File: config.mk
export PLATFORM = sky130hd
export DESIGN_NAME = mips_mem_dump_reader_flat
export DESIGN_NICKNAME = d
export VERILOG_FILES = /design/src/rtl/mips_mem_dump_reader_if.sv /design/src/rtl/mips_mem_dump_reader.sv /design/src/flat_wrapper.sv
export SDC_FILE = /design/constraint.sdc
export NUM_CORES = 1
export LEC_CHECK = 0
export BUFFER_PORTS_ARGS = -buffer_cell sky130_fd_sc_hd__buf_4
export CORE_MARGIN = 8
export CORE_UTILIZATION = 50
export CTS_CLUSTER_DIAMETER = 50
export DETAILED_ROUTE_END_ITERATION = 12
export MAX_ROUTING_LAYER = met4
export PLACE_DENSITY_LB_ADDON = 0.15
export SETUP_SLACK_MARGIN = 0.4
export SYNTH_ARGS = -nofsm -noshare
export SYNTH_HDL_FRONTEND = slang
export SYNTH_SLANG_ARGS = --single-unit
File: constraint.sdc
create_clock -name clk1 -period 4 [get_ports clk1]
set_input_delay 0 -clock clk1 [delete_from_list [all_inputs] [get_ports clk1]]
set_output_delay 0 -clock clk1 [all_outputs]
set_load 0.03 [all_outputs]
File: src/rtl/mips_mem_dump_reader_if.sv
// mips_mem_dump_reader_if: start/status, memory read port and output stream of the dump reader
interface mips_mem_dump_reader_if #(
  parameter int ADDR_W = 10,
  parameter int DATA_W = 32,
  parameter int CNT_W  = 11
);
  logic              start;
  logic [ADDR_W-1:0] base_addr;
  logic [CNT_W-1:0]  word_count;
  logic              halted;
  logic              mem_rd_en;
  logic [ADDR_W-1:0] mem_addr;
  logic [DATA_W-1:0] mem_rd_data;
  logic              out_valid;
  logic              out_ready;
  logic [DATA_W-1:0] out_data;
  logic [ADDR_W-1:0] out_addr;
  logic              out_last;
  logic              busy;
  logic              done;
  logic              abort;
  modport master (
    input  start, base_addr, word_count, halted, mem_rd_data, out_ready,
    output mem_rd_en, mem_addr, out_valid, out_data, out_addr, out_last, busy, done, abort
  );
  modport slave (
    output start, base_addr, word_count, halted, mem_rd_data, out_ready,
    input  mem_rd_en, mem_addr, out_valid, out_data, out_addr, out_last, busy, done, abort
  );
endinterface

File: src/rtl/mips_mem_dump_reader.sv
// mips_mem_dump_reader: post-halt memory range readback streamed over valid/ready
// DUMP_CHECKSUM_EN adds a trailing XOR-checksum beat at address 0.
module mips_mem_dump_reader #(
  parameter int ADDR_W = 10,
  parameter int DATA_W = 32,
  parameter int CNT_W  = 11
) (
  input logic clk1,
  input logic reset,
  mips_mem_dump_reader_if.master bus
);
`ifdef DUMP_CHECKSUM_EN
  localparam bit CK = 1'b1;
`else
  localparam bit CK = 1'b0;
`endif
  typedef enum logic [2:0] {IDLE, READ, CAPT, SEND, DONE} state_t;
  state_t state, nxt;
  logic [ADDR_W-1:0] addr;
  logic [CNT_W-1:0]  rem;
  logic [DATA_W-1:0] csum;
  logic              csum_beat;
  logic              abort_q;
  logic              hs, kill, fin, accept;
  assign hs     = bus.out_valid & bus.out_ready;
  assign kill   = (state == READ || state == CAPT || state == SEND) && !bus.halted;
  assign fin    = rem == CNT_W'(1);
  assign accept = state == IDLE && bus.start && bus.halted;
  assign bus.mem_rd_en = state == READ;
  assign bus.mem_addr  = addr;
  assign bus.out_valid = state == SEND;
  assign bus.busy      = state != IDLE;
  assign bus.done      = state == DONE;
  assign bus.abort     = abort_q;
  always_ff @(posedge clk1)
    if (reset) state <= IDLE;
    else state <= nxt;
  always_comb begin
    nxt = state;
    case (state)
      IDLE: nxt = accept ? (bus.word_count == '0 ? DONE : READ) : IDLE;
      READ: nxt = CAPT;
      CAPT: nxt = SEND;
      SEND: nxt = !hs ? SEND : (csum_beat || (fin && !CK)) ? DONE : fin ? SEND : READ;
      DONE: nxt = IDLE;
      default: nxt = IDLE;
    endcase
    if (kill) nxt = IDLE;
  end
  always_ff @(posedge clk1) begin
    if (reset) begin
      addr         <= '0;
      rem          <= '0;
      csum         <= '0;
      csum_beat    <= 1'b0;
      abort_q      <= 1'b0;
      bus.out_data <= '0;
      bus.out_addr <= '0;
      bus.out_last <= 1'b0;
    end else begin
      abort_q <= kill;
      if (accept) begin
        addr      <= bus.base_addr;
        rem       <= bus.word_count;
        csum      <= '0;
        csum_beat <= 1'b0;
      end
      if (state == CAPT) begin
        bus.out_data <= bus.mem_rd_data;
        bus.out_addr <= addr;
        bus.out_last <= fin && !CK;
      end
      // the last data handshake turns the held beat into the checksum beat
      if (state == SEND && hs && !csum_beat) begin
        addr <= addr + 1'b1;
        rem  <= rem - 1'b1;
        csum <= csum ^ bus.out_data;
        if (CK && fin) begin
          bus.out_data <= csum ^ bus.out_data;
          bus.out_addr <= '0;
          bus.out_last <= 1'b1;
          csum_beat    <= 1'b1;
        end
      end
    end
  end
endmodule

File: src/flat_wrapper.sv
// flat-port wrapper written by rule: the top's interface ports become plain ports
module mips_mem_dump_reader_flat 
#(
  parameter int ADDR_W = 10,
  parameter int DATA_W = 32,
  parameter int CNT_W  = 11
)
  (clk1, reset, bus_start, bus_base_addr, bus_word_count, bus_halted, bus_mem_rd_data, bus_out_ready, bus_mem_rd_en, bus_mem_addr, bus_out_valid, bus_out_data, bus_out_addr, bus_out_last, bus_busy, bus_done, bus_abort);
  mips_mem_dump_reader_if #(.ADDR_W(ADDR_W), .DATA_W(DATA_W), .CNT_W(CNT_W)) bus_i ();
  input logic clk1;
  input logic reset;
  input wire logic [$bits(bus_i.start)-1:0] bus_start;
  input wire logic [$bits(bus_i.base_addr)-1:0] bus_base_addr;
  input wire logic [$bits(bus_i.word_count)-1:0] bus_word_count;
  input wire logic [$bits(bus_i.halted)-1:0] bus_halted;
  input wire logic [$bits(bus_i.mem_rd_data)-1:0] bus_mem_rd_data;
  input wire logic [$bits(bus_i.out_ready)-1:0] bus_out_ready;
  output wire logic [$bits(bus_i.mem_rd_en)-1:0] bus_mem_rd_en;
  output wire logic [$bits(bus_i.mem_addr)-1:0] bus_mem_addr;
  output wire logic [$bits(bus_i.out_valid)-1:0] bus_out_valid;
  output wire logic [$bits(bus_i.out_data)-1:0] bus_out_data;
  output wire logic [$bits(bus_i.out_addr)-1:0] bus_out_addr;
  output wire logic [$bits(bus_i.out_last)-1:0] bus_out_last;
  output wire logic [$bits(bus_i.busy)-1:0] bus_busy;
  output wire logic [$bits(bus_i.done)-1:0] bus_done;
  output wire logic [$bits(bus_i.abort)-1:0] bus_abort;
  assign bus_i.start = bus_start;
  assign bus_i.base_addr = bus_base_addr;
  assign bus_i.word_count = bus_word_count;
  assign bus_i.halted = bus_halted;
  assign bus_i.mem_rd_data = bus_mem_rd_data;
  assign bus_i.out_ready = bus_out_ready;
  assign bus_mem_rd_en = bus_i.mem_rd_en;
  assign bus_mem_addr = bus_i.mem_addr;
  assign bus_out_valid = bus_i.out_valid;
  assign bus_out_data = bus_i.out_data;
  assign bus_out_addr = bus_i.out_addr;
  assign bus_out_last = bus_i.out_last;
  assign bus_busy = bus_i.busy;
  assign bus_done = bus_i.done;
  assign bus_abort = bus_i.abort;
  mips_mem_dump_reader #(.ADDR_W(ADDR_W), .DATA_W(DATA_W), .CNT_W(CNT_W)) u_core (.clk1(clk1), .reset(reset), .bus(bus_i));
endmodule
==> flow_summary_export.csv, run 1 <==
group,metric,value,unit
power_and_ir_drop,peakVddDrop,402.4,uV
place,place_ws,2141,ps
setup_path,cp.arrival,2560,ps
timing,relSlewSlack,34.60,%
logic_synthesis,ys_types,44,
clock_network,cts_root_buffer,"clkbuf_8",
place,gp_congestion,0.8201,
layout,drive_gt1_share,26.34,%
logic_synthesis,syn-instance-count,360,
setup_path,r2r_slack,1840,ps
power_and_ir_drop,power.density,372.2,nW/um^2
timing,period_share,57.28,%
logic_synthesis,ys_warn_count,0,
layout,instances_no_fill,596,
logic_synthesis,synthFlopType,"dfxtp_1",
place,dp_hpwl,6016,um
layout,final_common_cell,"buf_4",
routing,totalWireLength,9907,um
routing,drc_errors,0,
clock_network,clk-insertion-delay-late,340,ps
setup_path,crit_type,"input pin to flip-flop",
routing,dr.pass1.iters,4,
routing,route.detailed.wl_per_inst,16.62,um
floorplan,die_x,91.80,um
clock_network,clockBufferDepth,2,
setup_path,crit_slowest_cell,"dlygate4sd3_1",
global_routing,grt_usage,23.89,%
floorplan,initial_utilization,51.85,%
clock_network,clkSlewWorstSetupHoldPaths,70,ps
power_and_ir_drop,total_power,1.667,mW
place,place_inst,527,
global_routing,antenna_found_initial,0,
power_and_ir_drop,switchingPower,0.4917,mW
layout,layout.nets,581,
routing,drt_iter0_drc,167,
setup_path,cp-start-kind,"input pin",
place,port_buffers,115,
power_and_ir_drop,combPwrFrac,21.7,%
floorplan,fp.dieArea,8427,um^2
worst_hold_path,min_path_type,"input pin to flip-flop",
layout,final_core_util,80.83,%
timing,grt_setup_unrepaired,"false",
power_and_ir_drop,switching_share,29.50,%
setup_path,crit_path_max_incr_delay,640,ps
clock_network,h-tree-depth,3,
setup_path,worstPathMaxFanout,2,
global_routing,gr-total-overflow,0,
logic_synthesis,seq_area_frac_synth,47.39,%
setup_path,r2r-end,"u_core.state[2]",
setup_path,cp.required,4270,ps
layout,mostFrequentLayoutCells,"buf_4 (116), nand2_1 (97), dfxtp_1 (68), a21oi_1 (57), dlygate4sd3_1 (54)",
setup_path,rr_worst_depth,6,
power_and_ir_drop,p_leak,1.842,nW
logic_synthesis,synth-edff-count,0,
timing,fmax,436.5,MHz
power_and_ir_drop,clockPowerShare,33.1,%
timing,post-route-min-period,2291,ps
setup_path,crit_chain,"dlygate4sd3_1, buf_4, nor4_1, dlygate4sd3_1, nand4_1, dlygate4sd3_1, a21oi_1",
logic_synthesis,syn_nets,421,
job,max-cap-violations,0,
routing,detail_route.vias_per_cell,5.495,
setup_path,worst_path_most_repeated_cell,"dlygate4sd3_1",
logic_synthesis,avgSynthCellArea,7.980,um^2
global_routing,grt_max_degree,67,
setup_path,reg2reg_from,"u_core.state[0]",
global_routing,grt_pass1_vias,3255,
timing,hold_viol,0,
logic_synthesis,synth_seq_cells,68,
timing,timing.hold.ws,8.009,ps
outcome,status,"finished, final reports clean",
logic_synthesis,synthArstFlopShare,0,%
layout,postLayoutCellArea,4478,um^2
power_and_ir_drop,p_int,1.175,mW
floorplan,core,5540,um^2
timing,layout_setup_ws,1709,ps
place,placed_area,3754,um^2
logic_synthesis,syn_area,2873,um^2
floorplan,die_h,91.80,um
floorplan,rows,27,
power_and_ir_drop,power_frac_seq,45.3,%
timing,tns,0,ps
global_routing,grt_pass1_wl,16010,um
worst_hold_path,hold_start,"bus_word_count[9]",
timing,fin_skew,7.468,ps
clock_network,clock_sinks,68,
routing,postRouteAntennaNets,0,
timing,slew_viol_final,0,
floorplan,io_pins,116,
worst_hold_path,hold_end,"u_core.rem[9]",
clock_network,cts_buffers,9,
timing,tightest_slew,978.7,ps
routing,dr_total_vias,3275,
timing,setup_viol,0,
layout,diodes,0,
setup_path,end_kind,"flip-flop",
layout,syn2layout_area_growth,55.88,%
worst_hold_path,hold_depth,3,
clock_network,cts_tree,"yes",
==> state kept, by name, summed over array words and instances, names as in the netlist <==
signal	cells
u_core.state	3
u_core.bus.out_data	32
u_core.rem	11
u_core.bus.out_last	1
u_core.bus.abort	1
u_core.bus.mem_addr	10
u_core.bus.out_addr	10
==> cell usage after synthesis, drive strengths merged (4+ instances only) <==
cell type	n	area [um^2]
a31oi	8	50.05
nand2	97	364.1
nor3	7	40.04
nand3	5	25.02
and2	4	25.02
nor4	7	62.56
and3	4	25.02
nand2b	4	25.02
o211ai	7	52.55
inv	5	18.76
o21ai	8	40.04
or3	6	37.54
buf	5	27.53
clkbuf	16	60.06
a21oi	57	285.3
dfxtp	68	1361
nand4	5	31.28
nor2	19	78.82
==> logic make-up after synthesis <==
group | after synthesis | synth area share (%)
and+or+nand+nor | 166 | 27.70
buffers and inverters | 26 | 3.702
adders and majority gates | 3 | 1.307
AOI/OAI and AO/OA | 96 | 19.60
xor gates and xnor gates | 1 | 0.3049
DFF | 68 | 47.39
==> power by group through the flow <==
stage          Clock (mW)  Sequential (mW)  Combinational [mW]
2_1_floorplan           0            0.813               0.138
3_3_place_gp            0            0.765               0.309
3_5_place_dp            0            0.767               0.314
4_1_cts             0.552            0.752               0.356
5_1_grt             0.590            0.759               0.389
6_report            0.551            0.755               0.361
==> worst max-delay path by stage <==
stage / from / end / cells after the start
6_report: bus_word_count[1] / u_core.state[2] / 7
5_1_grt: bus_word_count[1] / u_core.state[2] / 7
2_1_floorplan: u_core.bus.mem_addr[0] / u_core.bus.mem_addr[8] / 5
3_3_place_gp: u_core.state[0] / u_core.state[0] / 4
4_1_cts: bus_word_count[1] / u_core.state[2] / 7
3_5_place_dp: u_core.state[0] / u_core.rem[9] / 4
==> worst max-delay path: cells and delay by family <==
family	cells	cell delay (ps)
AO/OA/AOI/OAI	1	130
buffers and inverters	4	1900
AND/OR/NAND/NOR	2	540
==> routing by layer <==
metal	vias up	wire length (um)	share of wire, %	GRT usage, %
met1	1544	4136	42	27.60
met3	22	658	6.6	5.134
met2	132	4896	49	38.96
li1	1577	-	-	-
met4	0	214	2.2	10.87
met5	-	0	0	-
==> layout make-up <==
cell class                 count  area [um^2]
clock buffer                  13        148.9
clock inverter                 2        35.03
fill                         375         1062
inverter                       5        18.77
multi-input combinational    266         1413
sequential                    68         1361
tap                           72        90.09
timing repair buffer         170         1411
==> repair_timing <==
item	4_1_cts	5_1_grt
resized for setup	0	0
buffers inserted	0	0
hold endpoints to repair	53	0
hold buffers	54	0
setup endpoints to repair	0	0
Note: power is estimated with default switching activity, not from simulation.
==> run 2, diff against run 1 <==
--- a/config.mk
+++ b/config.mk
@@ -7,7 +7,7 @@
 export LEC_CHECK = 0
 export BUFFER_PORTS_ARGS = -buffer_cell sky130_fd_sc_hd__buf_4
 export CORE_MARGIN = 8
-export CORE_UTILIZATION = 50
+export CORE_UTILIZATION = 43
 export CTS_CLUSTER_DIAMETER = 50
 export DETAILED_ROUTE_END_ITERATION = 12
 export MAX_ROUTING_LAYER = met4
==> constraint.sdc (replaced) <==
create_clock -name clk1 -period 1.8 [get_ports clk1]
set_input_delay 0 -clock clk1 [delete_from_list [all_inputs] [get_ports clk1]]
set_output_delay 0 -clock clk1 [all_outputs]
set_load 0.03 [all_outputs]
==> run 2 against run 1 <==
Compared with the run above: non-clock buffer count rose by 27; cell count is 5.5% higher; die area is 13% higher; global-route usage fell by 2.4 points; critical endpoint is now u_core.state[0]; sequential share of layout area is 2.4 points lower; core utilization decreased by 3.1 points.
==> flow_summary_export.csv, run 2 (synthesis gave the netlist of run 1 again) <==
group,metric,value,unit
outcome,status,"finished, final reports clean",
floorplan,rows,29,
routing,postRouteAntennaNets,0,
routing,drt_iter0_drc,137,
timing,tns,0,ps
routing,dr.pass1.iters,4,
setup_path,end_kind,"flip-flop",
layout,final_common_cell,"buf_4",
timing,relSlewSlack,63.13,%
power_and_ir_drop,power_frac_seq,42.3,%
timing,setup_viol,0,
job,max-cap-violations,0,
power_and_ir_drop,switching_share,32.02,%
power_and_ir_drop,peakVddDrop,589.5,uV
power_and_ir_drop,combPwrFrac,24.6,%
worst_hold_path,min_path_type,"input pin to flip-flop",
layout,multiInputGateArea,1603,um^2
setup_path,cp-start-kind,"flip-flop",
place,dp_hpwl,6402,um
power_and_ir_drop,power.density,796.4,nW/um^2
clock_network,clockBufferDepth,2,
timing,hold_viol,0,
routing,detail_route.vias_per_cell,5.321,
timing,slew_viol_final,0,
layout,mostFrequentLayoutCells,"buf_4 (134), nand2_1 (95), dlygate4sd3_1 (54), dfxtp_1 (54), a21oi_1 (53)",
global_routing,gr-total-overflow,0,
clock_network,cts_tree,"yes",
layout,largest_register_ffs,32,
place,placed_area,3869,um^2
floorplan,core,6422,um^2
floorplan,initial_utilization,44.73,%
global_routing,antenna_found_initial,0,
global_routing,grt_max_degree,44,
layout,drive_gt1_share,38.41,%
setup_path,worstPathMaxFanout,3,
clock_network,clock_sinks,68,
power_and_ir_drop,p_int,2.702,mW
place,place_inst,541,
timing,tightest_slew,547.9,ps
setup_path,cp.arrival,1790,ps
layout,instances_no_fill,629,
clock_network,clkSlewWorstSetupHoldPaths,80,ps
clock_network,h-tree-depth,3,
power_and_ir_drop,p_leak,2.062,nW
setup_path,cp.required,2040,ps
layout,fill_cells,454,
layout,diodes,0,
timing,post-route-min-period,1545,ps
place,place_ws,151.7,ps
clock_network,clk-insertion-delay-late,350,ps
routing,drc_errors,0,
setup_path,crit_type,"flip-flop to flip-flop",
place,gp_congestion,0.8813,
routing,dr_total_vias,3347,
power_and_ir_drop,clockPowerShare,33.1,%
global_routing,grt_pass1_vias,3310,
clock_network,cts_buffers,9,
routing,route.detailed.wl_per_inst,17.01,um
layout,syn2layout_area_growth,73.69,%
timing,fmax,647.3,MHz
floorplan,fp.dieArea,9552,um^2
floorplan,die_x,97.74,um
global_routing,grt_usage,21.54,%
clock_network,cts_root_buffer,"clkbuf_8",
floorplan,die_h,97.74,um
timing,layout_setup_ws,255.2,ps
power_and_ir_drop,switchingPower,1.272,mW
timing,grt_setup_unrepaired,"true",
layout,regMostFlops,"u_core.bus.out_data",
layout,layout_top_registers,"u_core.bus.out_data x32, u_core.rem x11",
floorplan,io_pins,116,
layout,postLayoutCellArea,4990,um^2
timing,fin_skew,11.61,ps
layout,final_core_util,77.69,%
routing,totalWireLength,10700,um
layout,layout.nets,608,
global_routing,grt_pass1_wl,16330,um
place,port_buffers,115,
timing,period_share,85.82,%
layout,seqCellArea,1396,um^2
==> run 2: worst max-delay path, stage by stage, from the launching register on <==
cell and delay (ps):
dfxtp_2 330, or4_4 590, nor4_4 220, nand2_2 120
a21o_1 170
==> run 2: final cells by class <==
cell class	count	area share, %
inverter	5	0.3761
clock buffer	9	2.482
timing repair buffer	197	33.48
multi-input combinational	266	32.12
clock inverter	7	1.630
sequential	68	27.98
tap	77	1.931
==> run 2: per-stage QoR <==
stage,hold WS [ps],power [mW]
2_1_floorplan,78.66,2.124
3_3_place_gp,203.8,2.432
3_5_place_dp,206.5,2.447
4_1_cts,54.96,3.892
5_1_grt,77.52,4.142
6_report,75.54,3.974
==> run 2: final timing paths <==
path / depth (start not counted) / startpoint / to / slack, ps
max: 4 / u_core.rem[5] / u_core.state[0] / 260
min reg2reg: 2 / u_core.bus.out_data[23] / u_core.bus.out_data[23] / 460
min: 2 / reset / u_core.rem[4] / 80
max reg2reg: 4 / u_core.rem[5] / u_core.state[0] / 260
==> run 2: what timing repair did <==
item	CTS	global route
cloned	0	1
setup endpoints to repair	63	65
hold buffers	54	0
gates resized for setup	19	43
pin swaps	7	19
hold endpoints to repair	54	0
buffers inserted	8	9
==> run 2: metal layers <==
metal,wire length (um),vias up,share of wire [%],global-route usage (%)
li1,-,1638,-,-
met1,4373,1568,41,23.67
met2,5389,123,50,36.48
met3,676,18,6.3,6.742
met4,261,0,2.4,6.475
met5,0,-,0,-
==> run 2: power by group through the flow <==
stage | combinational, mW | clock (mW) | sequential (mW)
detailed placement | 0.744 | 0 | 1.70
global placement | 0.734 | 0 | 1.70
finish | 0.979 | 1.31 | 1.68
CTS | 0.879 | 1.34 | 1.67
floorplan | 0.314 | 0 | 1.81
global route | 1.04 | 1.41 | 1.69
==> run 3, diff against run 2 <==
--- a/config.mk
+++ b/config.mk
@@ -6,7 +6,7 @@
 export NUM_CORES = 1
 export LEC_CHECK = 0
 export BUFFER_PORTS_ARGS = -buffer_cell sky130_fd_sc_hd__buf_4
-export CORE_MARGIN = 8
+export CORE_MARGIN = 1
 export CORE_UTILIZATION = 43
 export CTS_CLUSTER_DIAMETER = 50
 export DETAILED_ROUTE_END_ITERATION = 12
==> run 3 against run 2 <==
Compared with the run above: hold slack worse by 38 ps; register-to-register slack hardly changed; clock power is 6% higher; largest cell class unchanged; die area is 27% lower; combinational power hardly changed; critical path depth is 1 higher; first-iteration DRC count is 47% higher.
==> flow_summary_export.csv, run 3 (synthesis gave the netlist of run 1 again) <==
group,metric,value,unit
timing,tightest_slew,510.0,ps
global_routing,grt_pass1_wl,14270,um
power_and_ir_drop,peakVddDrop,598.2,uV
routing,m1WireLength,3973,um
setup_path,worstPathMaxFanout,3,
routing,highest_layer,"met4",
layout,final_common_cell,"buf_4",
clock_network,clock_sinks,68,
clock_network,clockBufferDepth,2,
place,place_inst,541,
global_routing,gr-total-overflow,0,
layout,final_core_util,79.70,%
routing,drt_iter0_drc,201,
routing,route.detailed.wl_per_inst,15.22,um
layout,instances_no_fill,642,
power_and_ir_drop,switchingPower,1.196,mW
worst_hold_path,min_path_type,"input pin to flip-flop",
place,placed_area,3871,um^2
layout,layout_top_registers,"u_core.bus.out_data x32, u_core.rem x11",
setup_path,critical-path-top-delay-family,"simple AND/OR/NAND/NOR gates",
power_and_ir_drop,power_frac_seq,41.3,%
routing,detail_route.vias_per_cell,5.410,
global_routing,antenna_found_initial,0,
timing,grt_setup_unrepaired,"true",
routing,dr_wl_met3,729,um
worst_hold_path,hold_end,"u_core.bus.mem_addr[0]",
place,port_buffers,115,
layout,mostFrequentLayoutCells,"buf_4 (146), nand2_1 (93), a21oi_1 (55), dlygate4sd3_1 (54), dfxtp_1 (52)",
place,dp_hpwl,5427,um
clock_network,cts_root_buffer,"clkbuf_8",
global_routing,grt_max_degree,44,
worst_hold_path,hold_depth,2,
timing,period_share,86.26,%
timing,tns,0,ps
timing,slew_viol_final,0,
floorplan,fp.dieArea,7012,um^2
setup_path,crit_path_max_incr_delay,600,ps
global_routing,grt_pass1_vias,3042,
floorplan,io_pins,116,
setup_path,cp.required,2080,ps
setup_path,rr_worst_depth,5,
routing,drc_errors,0,
routing,dr_total_vias,3473,
layout,largest_register_ffs,32,
floorplan,core,6386,um^2
clock_network,clkSlewWorstSetupHoldPaths,70,ps
clock_network,clk-insertion-delay-late,350,ps
power_and_ir_drop,p_int,2.880,mW
setup_path,r2r_slack,250,ps
floorplan,die_x,83.74,um
place,gp_congestion,0.9172,
layout,postLayoutCellArea,5090,um^2
routing,wl_met2,4764,um
timing,relSlewSlack,65.69,%
timing,timing.hold.ws,37.73,ps
setup_path,cp-start-kind,"flip-flop",
clock_network,h-tree-depth,3,
routing,totalWireLength,9771,um
routing,postRouteAntennaNets,0,
worst_hold_path,hold_start,"reset",
timing,hold_viol,0,
layout,regMostFlops,"u_core.bus.out_data",
global_routing,grt_usage,25.83,%
power_and_ir_drop,combPwrFrac,24.7,%
setup_path,crit_slowest_cell,"or4_4",
setup_path,r2r-end,"u_core.bus.out_last",
floorplan,rows,29,
setup_path,end_kind,"flip-flop",
clock_network,cts_buffers,9,
floorplan,initial_utilization,44.98,%
outcome,status,"finished, final reports clean",
setup_path,crit_type,"flip-flop to flip-flop",
layout,diodes,0,
setup_path,path_buf_inv,1,
job,max-cap-violations,0,
setup_path,crit_chain,"or4_4, nor4_4, buf_4, nand2_2, a21oi_2",
floorplan,die_h,83.74,um
routing,dr.pass1.iters,5,
setup_path,reg2reg_from,"u_core.rem[5]",
layout,layout.nets,621,
power_and_ir_drop,power.density,800.8,nW/um^2
layout,syn2layout_area_growth,77.18,%
clock_network,cts_tree,"yes",
timing,fin_skew,4.676,ps
timing,fmax,644.1,MHz
timing,post-route-min-period,1553,ps
power_and_ir_drop,p_leak,2.129,nW
power_and_ir_drop,switching_share,29.35,%
timing,setup_viol,0,
layout,drive_gt1_share,39.12,%
power_and_ir_drop,clockPowerShare,34.0,%
setup_path,cp.arrival,1840,ps
[run 3: cell count changes in the layout (fill, tap and decap cells not counted), sizes merged]
cell / before / now
buf: 142 / 156
inv: 8 / 5
bufinv: 1 / 2
clkbuf: 10 / 11
clkinv: 2 / 3
clkinvlp: 1 / 0
[run 3: worst max-delay path by stage]
stage / endpoint / cells past startpoint / slack [ps] / from
final: u_core.bus.out_last / 5 / 250 / u_core.rem[5]
after global routing: u_core.bus.out_last / 5 / 160 / u_core.rem[5]
after CTS: u_core.state[0] / 4 / 310 / u_core.rem[5]
after detailed placement: u_core.bus.mem_addr[8] / 4 / 140 / u_core.state[0]
after global placement: u_core.bus.mem_addr[8] / 4 / 190 / u_core.state[0]
after floorplan: u_core.bus.mem_addr[8] / 5 / 310 / u_core.bus.mem_addr[0]
[run 3: power groups by stage]
| stage | Sequential, mW | Combinational (mW) | Clock, mW |
|---|---|---|---|
| after detailed placement | 1.71 | 0.731 | 0 |
| final | 1.68 | 1.00 | 1.39 |
| after floorplan | 1.81 | 0.314 | 0 |
| after global routing | 1.69 | 1.07 | 1.47 |
| after global placement | 1.70 | 0.723 | 0 |
| after CTS | 1.68 | 0.870 | 1.40 |
[run 3: stage by stage]
| stage | power, mW | setup slack, ps |
|---|---|---|
| after floorplan | 2.124 | 306.9 |
| after global placement | 2.425 | 187.2 |
| after detailed placement | 2.437 | 138.6 |
| after CTS | 3.947 | 310.8 |
| after global routing | 4.232 | 163.9 |
| final | 4.076 | 247.3 |
[run 3: layout make-up]
cell class | instances | area, um^2
sequential | 68 | 1406
clock inverter | 5 | 75.07
clock buffer | 11 | 141.4
multi-input combinational | 266 | 1594
tap | 77 | 96.34
timing repair buffer | 210 | 1758
inverter | 5 | 18.77
fill | 415 | 1296
[run 3: layer usage]
layer | vias to the layer above | track usage (%)
met5 | - | -
met4 | 0 | 12.63
met3 | 33 | 4.847
met2 | 202 | 40.21
met1 | 1571 | 32.26
li1 | 1667 | -
[run 3: timing repair]
action	4_1_cts	5_1_grt
endpoints found under the hold margin	52	0
setup buffers	11	20
endpoints found under the setup margin	25	58
gates cloned	0	0
hold buffers	54	0
pin swaps	13	22
resized for setup	21	44
